### src/rtl/spi_pkg.sv
// Shared POCI types and constants: FSM state enum, address type, default address window.
package spi_pkg;

  localparam int unsigned DATA_W = 8;

  typedef logic [7:0] addr_t;

  typedef enum logic [1:0] {
    IDLE  = 2'd0,
    LOAD  = 2'd1,
    SHIFT = 2'd2
  } poci_state_t;

  localparam addr_t POCI_MAX_ADDR   = 8'd59;
  localparam addr_t POCI_FIRST_ADDR = 8'd1;

  // Sequential register read order: step by one, wrap back to the bottom of the window.
  function automatic addr_t poci_next_addr(addr_t cur, addr_t first, addr_t last);
    return (cur == last) ? first : addr_t'(cur + 8'd1);
  endfunction

endpackage

### src/rtl/poci_shifter_if.sv
// POCI shifter bus bundle: control from the SPI front end, register mux, serial output.
interface poci_shifter_if;
  import spi_pkg::*;

  logic              start;
  logic              stop;
  addr_t             start_addr;
  addr_t             rd_addr;
  logic [DATA_W-1:0] rd_data;
  logic              serial_out;
  logic              busy;
  logic              byte_done;
  logic              addr_err;

  modport master (
    output start, stop, start_addr, rd_data,
    input  rd_addr, serial_out, busy, byte_done, addr_err
  );

  modport slave (
    input  start, stop, start_addr, rd_data,
    output rd_addr, serial_out, busy, byte_done, addr_err
  );
endinterface

### src/rtl/poci_shifter_addr_ctr.sv
// Read-address register for the POCI shifter: synchronous load, increment with wrap.
module poci_addr_ctr
  import spi_pkg::*;
#(
  parameter addr_t FIRST_ADDR = POCI_FIRST_ADDR,
  parameter addr_t MAX_ADDR   = POCI_MAX_ADDR
) (
  input  logic  sclk,
  input  logic  rstn,
  input  logic  i_load,
  input  addr_t i_load_val,
  input  logic  i_inc,
  output addr_t o_addr
);

  addr_t r_addr;

  always_ff @(posedge sclk) begin
    if (!rstn) begin
      r_addr <= '0;
    end else if (i_load) begin
      r_addr <= i_load_val;
    end else if (i_inc) begin
      r_addr <= poci_next_addr(r_addr, FIRST_ADDR, MAX_ADDR);
    end
  end

  assign o_addr = r_addr;

endmodule

### src/rtl/poci_shifter.sv
// POCI read-data serializer: streams register bytes MSB first from start_addr onward.
// Optional POCI_PARITY_EN appends an odd-parity ninth bit to every byte.
module poci_shifter
  import spi_pkg::*;
#(
  parameter addr_t MAX_ADDR   = POCI_MAX_ADDR,
  parameter addr_t FIRST_ADDR = POCI_FIRST_ADDR
) (
  input logic           sclk,
  input logic           rstn,
  poci_shifter_if.slave bus
);

`ifdef POCI_PARITY_EN
  localparam int unsigned CNT_W    = 4;
  localparam int unsigned LAST_CNT = 8;
`else
  localparam int unsigned CNT_W    = 3;
  localparam int unsigned LAST_CNT = 7;
`endif

  poci_state_t       r_state, w_nxt_state;
  logic              r_serial, w_serial;
  logic              r_busy;
  logic              r_byte_done, w_byte_done;
  logic              r_err, w_err;
  logic [CNT_W-1:0]  r_cnt, w_cnt;
  logic [DATA_W-1:0] r_shift, w_shift;
  logic              w_load, w_inc, w_in_range;
  addr_t             w_rd_addr;
`ifdef POCI_PARITY_EN
  logic              r_par, w_par;
`endif

  assign w_in_range = (bus.start_addr >= FIRST_ADDR) && (bus.start_addr <= MAX_ADDR);

  // Next state and next register values; stop overrides everything below it.
  always_comb begin
    w_nxt_state = r_state;
    w_serial    = r_serial;
    w_byte_done = 1'b0;
    w_err       = r_err;
    w_cnt       = r_cnt;
    w_shift     = r_shift;
    w_load      = 1'b0;
    w_inc       = 1'b0;
`ifdef POCI_PARITY_EN
    w_par       = r_par;
`endif
    if (bus.stop) begin
      w_nxt_state = IDLE;
      w_serial    = 1'b0;
      w_cnt       = '0;
    end else begin
      case (r_state)
        IDLE: begin
          w_serial = 1'b0;
          if (bus.start) begin
            if (w_in_range) begin
              w_load      = 1'b1;
              w_nxt_state = LOAD;
            end else begin
              w_err = 1'b1;
            end
          end
        end
        LOAD, SHIFT: begin
          if (r_state == LOAD || r_cnt == '0) begin
            // Byte boundary: take the mux data directly so bytes run back to back.
            w_serial    = bus.rd_data[7];
            w_shift     = {bus.rd_data[6:0], 1'b0};
            w_cnt       = CNT_W'(1);
            w_nxt_state = SHIFT;
`ifdef POCI_PARITY_EN
            w_par       = ~^bus.rd_data;
`endif
          end else begin
            w_serial = r_shift[7];
            w_shift  = {r_shift[6:0], 1'b0};
            w_cnt    = r_cnt + CNT_W'(1);
            if (r_cnt == CNT_W'(LAST_CNT)) begin
              w_byte_done = 1'b1;
              w_inc       = 1'b1;
              w_cnt       = '0;
`ifdef POCI_PARITY_EN
              w_serial    = r_par;
`endif
            end
          end
        end
        default: begin
          w_nxt_state = IDLE;
          w_serial    = 1'b0;
          w_cnt       = '0;
        end
      endcase
    end
  end

  always_ff @(posedge sclk) begin
    if (!rstn) begin
      r_state     <= IDLE;
      r_serial    <= 1'b0;
      r_busy      <= 1'b0;
      r_byte_done <= 1'b0;
      r_err       <= 1'b0;
      r_cnt       <= '0;
      r_shift     <= '0;
`ifdef POCI_PARITY_EN
      r_par       <= 1'b0;
`endif
    end else begin
      r_state     <= w_nxt_state;
      r_serial    <= w_serial;
      r_busy      <= (w_nxt_state != IDLE);
      r_byte_done <= w_byte_done;
      r_err       <= w_err;
      r_cnt       <= w_cnt;
      r_shift     <= w_shift;
`ifdef POCI_PARITY_EN
      r_par       <= w_par;
`endif
    end
  end

  poci_addr_ctr #(
    .FIRST_ADDR (FIRST_ADDR),
    .MAX_ADDR   (MAX_ADDR)
  ) u_addr_ctr (
    .sclk       (sclk),
    .rstn       (rstn),
    .i_load     (w_load),
    .i_load_val (bus.start_addr),
    .i_inc      (w_inc),
    .o_addr     (w_rd_addr)
  );

  assign bus.rd_addr    = w_rd_addr;
  assign bus.serial_out = r_serial;
  assign bus.busy       = r_busy;
  assign bus.byte_done  = r_byte_done;
  assign bus.addr_err   = r_err;

endmodule

### src/flat_wrapper.sv
// flat-port wrapper written by rule: the top's interface ports become plain ports
module poci_shifter_flat import spi_pkg::*;
#(
  parameter addr_t MAX_ADDR   = POCI_MAX_ADDR,
  parameter addr_t FIRST_ADDR = POCI_FIRST_ADDR
)
  (sclk, rstn, bus_start, bus_stop, bus_start_addr, bus_rd_data, bus_rd_addr, bus_serial_out, bus_busy, bus_byte_done, bus_addr_err);
  poci_shifter_if bus_i ();
  input logic sclk;
  input logic rstn;
  input wire logic [$bits(bus_i.start)-1:0] bus_start;
  input wire logic [$bits(bus_i.stop)-1:0] bus_stop;
  input wire logic [$bits(bus_i.start_addr)-1:0] bus_start_addr;
  input wire logic [$bits(bus_i.rd_data)-1:0] bus_rd_data;
  output wire logic [$bits(bus_i.rd_addr)-1:0] bus_rd_addr;
  output wire logic [$bits(bus_i.serial_out)-1:0] bus_serial_out;
  output wire logic [$bits(bus_i.busy)-1:0] bus_busy;
  output wire logic [$bits(bus_i.byte_done)-1:0] bus_byte_done;
  output wire logic [$bits(bus_i.addr_err)-1:0] bus_addr_err;
  assign bus_i.start = bus_start;
  assign bus_i.stop = bus_stop;
  assign bus_i.start_addr = bus_start_addr;
  assign bus_i.rd_data = bus_rd_data;
  assign bus_rd_addr = bus_i.rd_addr;
  assign bus_serial_out = bus_i.serial_out;
  assign bus_busy = bus_i.busy;
  assign bus_byte_done = bus_i.byte_done;
  assign bus_addr_err = bus_i.addr_err;
  poci_shifter #(.MAX_ADDR(MAX_ADDR), .FIRST_ADDR(FIRST_ADDR)) u_core (.sclk(sclk), .rstn(rstn), .bus(bus_i));
endmodule
### config.mk
export PLATFORM = sky130hd
export DESIGN_NAME = poci_shifter_flat
export DESIGN_NICKNAME = d
export VERILOG_FILES = /design/src/rtl/spi_pkg.sv /design/src/rtl/poci_shifter_if.sv /design/src/rtl/poci_shifter_addr_ctr.sv /design/src/rtl/poci_shifter.sv /design/src/flat_wrapper.sv
export SDC_FILE = /design/constraint.sdc
export NUM_CORES = 1
export LEC_CHECK = 0
export ABC_AREA = 1
export CAP_MARGIN = 20
export CORE_UTILIZATION = 45
export CTS_CLUSTER_DIAMETER = 30
export DETAILED_ROUTE_END_ITERATION = 10
export GPL_ROUTABILITY_DRIVEN = 0
export GPL_TIMING_DRIVEN = 0
export HOLD_SLACK_MARGIN = 0.12
export PLACE_DENSITY_LB_ADDON = 0.25
export SETUP_SLACK_MARGIN = 0.5
export SKIP_CTS_REPAIR_TIMING = 1
export SLEW_MARGIN = 20
export SYNTH_ARGS = -nofsm -noshare
export SYNTH_HDL_FRONTEND = slang
export SYNTH_SLANG_ARGS = --single-unit
export TNS_END_PERCENT = 20
### constraint.sdc
create_clock -name sclk -period 1.71 [get_ports sclk]
set_input_delay 0.2565 -clock sclk [delete_from_list [all_inputs] [get_ports sclk]]
set_output_delay 0.2565 -clock sclk [all_outputs]
set_load 0.05 [all_outputs]
Word level (Yosys, flattened, before mapping)
Cells that the tools add are included.
- $add $sub $neg: 2
- magnitude comparators: 2
- eq/ne operators: 4
- muxes and demuxes: 21
- bitwise logic cells: 4
- reduce and logical (&&, ||, !) cells: 11
- operators by type and width (kind ; number):
    8-bit 2-to-1 mux ; 4
    1-bit 2-to-1 mux ; 9
    8-bit by 1-bit adder with 8-bit output, second input constant ; 1
    8-bit by 6-bit == test with 1-bit output, second input constant ; 1
    8-bit by 1-bit greater-or-equal comparator with 1-bit output, second input constant ; 1
    8-bit by 6-bit <= comparator with 1-bit output, second input constant ; 1
    2-bit 2-to-1 mux ; 4
    3-bit 2-to-1 mux ; 2
    3-bit case mux with 2 select lines ; 1
    1-bit inverter ; 4
    2-bit case mux with 2 select lines ; 1
    4-bit AND reduction ; 1
    2-bit nonzero test ; 2
    2-bit OR reduction ; 2
    3-bit by 1-bit adder with 3-bit output, second input constant ; 1
    3-bit == test, second input constant ; 1
    3-bit zero test ; 1
    3-bit OR reduction ; 1
    2-bit by 1-bit == test with 1-bit output, second input constant ; 1
    2-bit == test, second input constant ; 1
    2-bit zero test ; 1
    2-bit AND reduction ; 1
    1-bit logical AND ; 1
    1-bit logical OR ; 1
- bits in registers: 25
- input bits: 20
- output and inout port bits: 12

Logic depth before layout (Yosys ltp)
- word-level depth: 7
- mapped depth: 11

Cells and area by module
A second synthesis with hierarchy kept.
- cell total of the unflattened synthesis: 192
- area total of the unflattened synthesis: 1358.8 um^2
- by module, submodules not included (module ; times used ; cells an instance ; area each (um^2) ; sequential area each (um^2)):
    poci_shifter ; 1 ; 112 ; 822.0 ; 320.3
    poci_addr_ctr ; 1 ; 80 ; 536.8 ; 160.2

Least setup slack after synthesis
No wires, ideal clock.
- path kind: register to register
- start: register u_core.u_addr_ctr.r_addr[0] (netlist: u_core.u_addr_ctr.o_addr[0])
- end: register u_core.u_addr_ctr.r_addr[5] (netlist: u_core.u_addr_ctr.o_addr[5])
- library setup time: 117 ps
- arrival time: 1579 ps
- required time: 1593 ps
- setup slack: 14 ps
- stages on the path, launching flop included: 8
- cells stage by stage: dfxtp_1 ha_1 nor3b_1 nand2_1 nand3_1 nor2_1 nor2_1 nor2_1
- longest elaborated chain between the ends: 4
- elaborated cells between the ends (all ways): 5
- classes of those cells: add/sub (1); eq/ne (1); mux (3)
- RTL lines (what ; RTL line ; source):
    start, declared ; poci_shifter_addr_ctr.sv:16 ; addr_t r_addr;
    start signal, assigned ; poci_shifter_addr_ctr.sv:22 ; r_addr <= i_load_val;
    start signal, assigned ; poci_shifter_addr_ctr.sv:24 ; r_addr <= poci_next_addr(r_addr, FIRST_ADDR, MAX_ADDR);
    8-bit by 1-bit adder with 8-bit output / 8-bit by 6-bit == test with 1-bit output (equally long branches) ; spi_pkg.sv:19 ; return (cur == last) ? first : addr_t'(cur + 8'd1);
    8-bit 2-to-1 mux (*) ; spi_pkg.sv:19 ;
    8-bit 2-to-1 mux (*) ; poci_shifter_addr_ctr.sv:23 ; end else if (i_inc) begin
    8-bit 2-to-1 mux (*) ; poci_shifter_addr_ctr.sv:21 ; end else if (i_load) begin
Mark *: on every way between the ends. The rest lies on a longest branch, timed or not. The select of a mux whose other input is x is not followed.
A chain may end at the register's enable or synchronous reset.

Final worst setup path
- start: register u_core.r_state[0]
- end: register u_core.u_addr_ctr.r_addr[4] (netlist: u_core.u_addr_ctr.o_addr[4])
- longest elaborated chain between the ends: 6
- elaborated cells between the ends (all ways): 12
- classes of those cells: eq/ne (2); mux (6); reduce/logical (4)
- RTL lines (what ; RTL line ; source):
    start, declared ; poci_shifter.sv:22 ; poci_state_t r_state, w_nxt_state;
    start signal, assigned ; poci_shifter.sv:113 ; r_state <= w_nxt_state;
    2-bit by 1-bit == test with 1-bit output ; poci_shifter.sv:55, poci_shifter.sv:68 ;
    1-bit logical OR ; poci_shifter.sv:68 ; if (r_state == LOAD || r_cnt == '0) begin
    1-bit 2-to-1 mux ; poci_shifter.sv:68 ;
    1-bit 2-to-1 mux ; poci_shifter.sv:55 ; case (r_state)
    1-bit 2-to-1 mux ; poci_shifter.sv:50 ; if (bus.stop) begin
    2-bit nonzero test (no source line) ; - ;
Parallel ways exist; a longest one is shown, timed or not.

==> results.yml <==
cts:
  cts-root-buf: "clkbuf_4"
  clkLatencyLatePin_ns: 0.31
  cts_tree: "built"
  clockBufferDepth: 2
  clk_pin_slew_ns: 0.13
  cts_made_buffers: 3
  htree_levels: 1
  clkSinkCount: 24
placed_design:
  io_buffers: 31
  placed_area_um2: 1812
  place_hpwl_um: 2303
  pre_cts_ws_ns: -0.1231
global_route:
  grt_pass1_wl_um: 5043
  overflow: 0
  grt_max_degree: 13
  grtUsageTotal_pct: 18.84
  antenna_found_initial: 0
  grt_pass1_vias: 1205
logic_synthesis:
  synth-seq-area-share_pct: 33.48
  synth.most_common_cell: "nand2_1"
  syn-mean-instance-area_um2: 6.933
  yosys-top-cells-count: "49 x nand2_1, 27 x nor2_1, 24 x dfxtp_1, 24 x inv_1, 23 x nand3_1"
  netlist_area_um2: 1435
  ys_warn_count: 0
  synthCells: 207
  synth-edff-count: 0
  synthFlopType: "dfxtp_1"
  synth_area_leaders: "dfxtp_1 33%, nand2_1 13%, nand3_1 8.0%"
  yosysUniqueCellTypes: 28
  synth_async_sr_flop_share_pct: 0
  synth_top_area_cell: "dfxtp_1"
  ys_ff_latch: 24
  synth_nets: 234
  synth_largest_type_area_fraction_pct: 33.48
floorplan:
  die_x_um: 58.47
  core-area_um2: 3028
  io_pins: 32
  start_util_pct: 47.40
  fp.dieH_um: 58.47
  num_rows: 20
  die_area_um2: 3419
timing:
  fmax_ghz: 0.6436
  rsz0062_at_grt: "true"
  finClkSkew_ns: 0.009778
  fin_ws_ns: 0.1561
  layout_min_cycle_time_ns: 1.554
  setup_viol: 0
  maxSlewViolCount: 0
  finalHoldViolations: 0
  maxSlewHeadroom_pct: 66.39
  min_period_over_period_pct: 90.87
  hold_slack_ns: 0.4714
  worstMarginPinSlew_ns: 0.5034
route:
  vias: 1398
  firstDrtPassIters: 7
  drtIter0Drc: 78
  detail-route-antenna-nets: 0
  vias_per_cell: 4.821
  drc: 1
  wirelength_um: 2986
  wl_per_cell_um: 10.30
final_layout:
  nets: 275
  drive_gt1_share_pct: 19.51
  diodes: 0
  area_growth_pct: 35.48
  fill_cells: 293
  fin_area_um2: 1944
run_status:
  violations: "DRC"
  status: "finished, violations left"
worst_setup_path:
  critical-path-top-delay-family: "simple AND/OR/NAND/NOR gates"
  cp.buffers_inverters: 3
  cp-start-kind: "register"
  worstPathRequired_ns: 1.96
  worstSetupPathType: "reg2reg"
  critPathMaxStageDelay_ns: 0.37
  cp_common_cell: "nor2_4"
  critPathCaptureType: "register"
  worstPathMaxFanout: 7
  cp_cell_sequence: "inv_2, ha_4, inv_4, nor2_4, nand2_2, nor2_4, buf_6, a21oi_1, nand2_1, nand3_1, nor2_1"
  slowest_stage: "dfxtp_2"
  arrival_ns: 1.80
job:
  maxCapViolCount: 0
power:
  clock_power_share_pct: 24.6
  ir_drop_mv: 0.3794
  switching_share_pct: 25.65
  switchingPower_uw: 252.7
  power.static_leakage_uw: 0.001003
  combPwrFrac_pct: 16.6
  p_per_area_nw_per_um2: 506.6
  finalPower_uw: 985.1
  p_int_uw: 732.4
  seqPwrFrac_pct: 58.8
hold_path:
  hold_path.class: "reg2reg"
==> stage by stage <==
step                      TNS (ns)  util (%)  cells
after floorplan                  0         -    207
after CTS                   -1.207     60.58    285
after global placement     -0.3697     59.83    282
after detailed placement   -0.5841     59.83    282
after global routing             0     64.21    290
final                            0     64.21    290
==> worst reg2reg max path, cell delays in order, from the launching register on <==
cell and delay [ns]:
dfxtp_2 0.37, inv_2 0.05, ha_4 0.27, inv_4 0.04, nor2_4 0.09, nand2_2 0.07
nor2_4 0.22, buf_6 0.14, a21oi_1 0.05, nand2_1 0.06, nand3_1 0.06, nor2_1 0.09
==> placed cells by master, fill, tap and decap left out, drive strengths merged <==
cell,netlist,layout
a21oi,8,8
a32oi,2,2
and2,1,1
buf,4,11
clkbuf,0,4
clkdlybuf4s50,0,19
dfxtp,24,24
dlymetal6s2s,0,9
ha,7,7
inv,30,30
nand2,50,50
nand3,26,26
nand4,6,6
nor2,32,32
nor3b,1,1
o211ai,6,6
o21ai,3,3
o21bai,2,2
o31ai,1,1
or2,2,2
xnor2,2,2
==> cell type report <==
| class | instances | area [µm²] | area share, % |
|---|---|---|---|
| clock buffer | 3 | 22.52 | 1.158 |
| sequential | 24 | 489.2 | 25.16 |
| inverter | 30 | 117.6 | 6.049 |
| multi-input combinational | 149 | 855.8 | 44.02 |
| tap | 44 | 55.05 | 2.831 |
| timing repair buffer | 36 | 377.9 | 19.43 |
| buffer | 4 | 26.28 | 1.351 |
==> cell families after synthesis <==
kind of cell    after synthesis  share of synthesized area (%)
compound gates               22                          9.764
buf+inv                      34                          9.677
simple gates                118                          39.76
xor+xnor                      2                          1.221
fa+ha+maj                     7                          6.103
flops                        24                          33.48
==> power by group through the flow <==
stage | Combinational, µW | Sequential [µW] | Clock (µW)
finish | 164 | 579 | 242
global route | 179 | 582 | 274
CTS | 159 | 580 | 254
detailed placement | 159 | 592 | 0
global placement | 158 | 592 | 0
floorplan | 63.9 | 613 | 0
==> routing by layer <==
metal	routed length (µm)	global-route usage, %	part of all wire [%]	vias to the layer above
met5	0	0	0	-
met4	21	5.782	0.70	0
met3	99	2.637	3.3	2
met2	1493	33.99	50	22
met1	1372	23.16	46	623
li1	-	-	-	751
==> registers in the layout (all words and copies together), names as in the netlist <==
| signal | cells |
|---|---|
| u_core.bus.serial_out | 1 |
| u_core.bus.byte_done | 1 |
| u_core.bus.busy | 1 |
| u_core.bus.addr_err | 1 |
| u_core.r_shift | 7 |
| u_core.r_state | 2 |
| u_core.u_addr_ctr.o_addr | 8 |
| u_core.r_cnt | 3 |
==> path summary, 6_finish.rpt <==
path,start,end,slack [ns],cells past startpoint
hold reg to reg,u_core.bus.addr_err,u_core.bus.addr_err,0.47,2
setup / recovery,u_core.r_state[0],u_core.u_addr_ctr.o_addr[4],0.16,11
setup reg to reg,u_core.r_state[0],u_core.u_addr_ctr.o_addr[4],0.16,11
hold / removal,u_core.bus.addr_err,u_core.bus.addr_err,0.47,2
(Power assumes the default switching activity.)
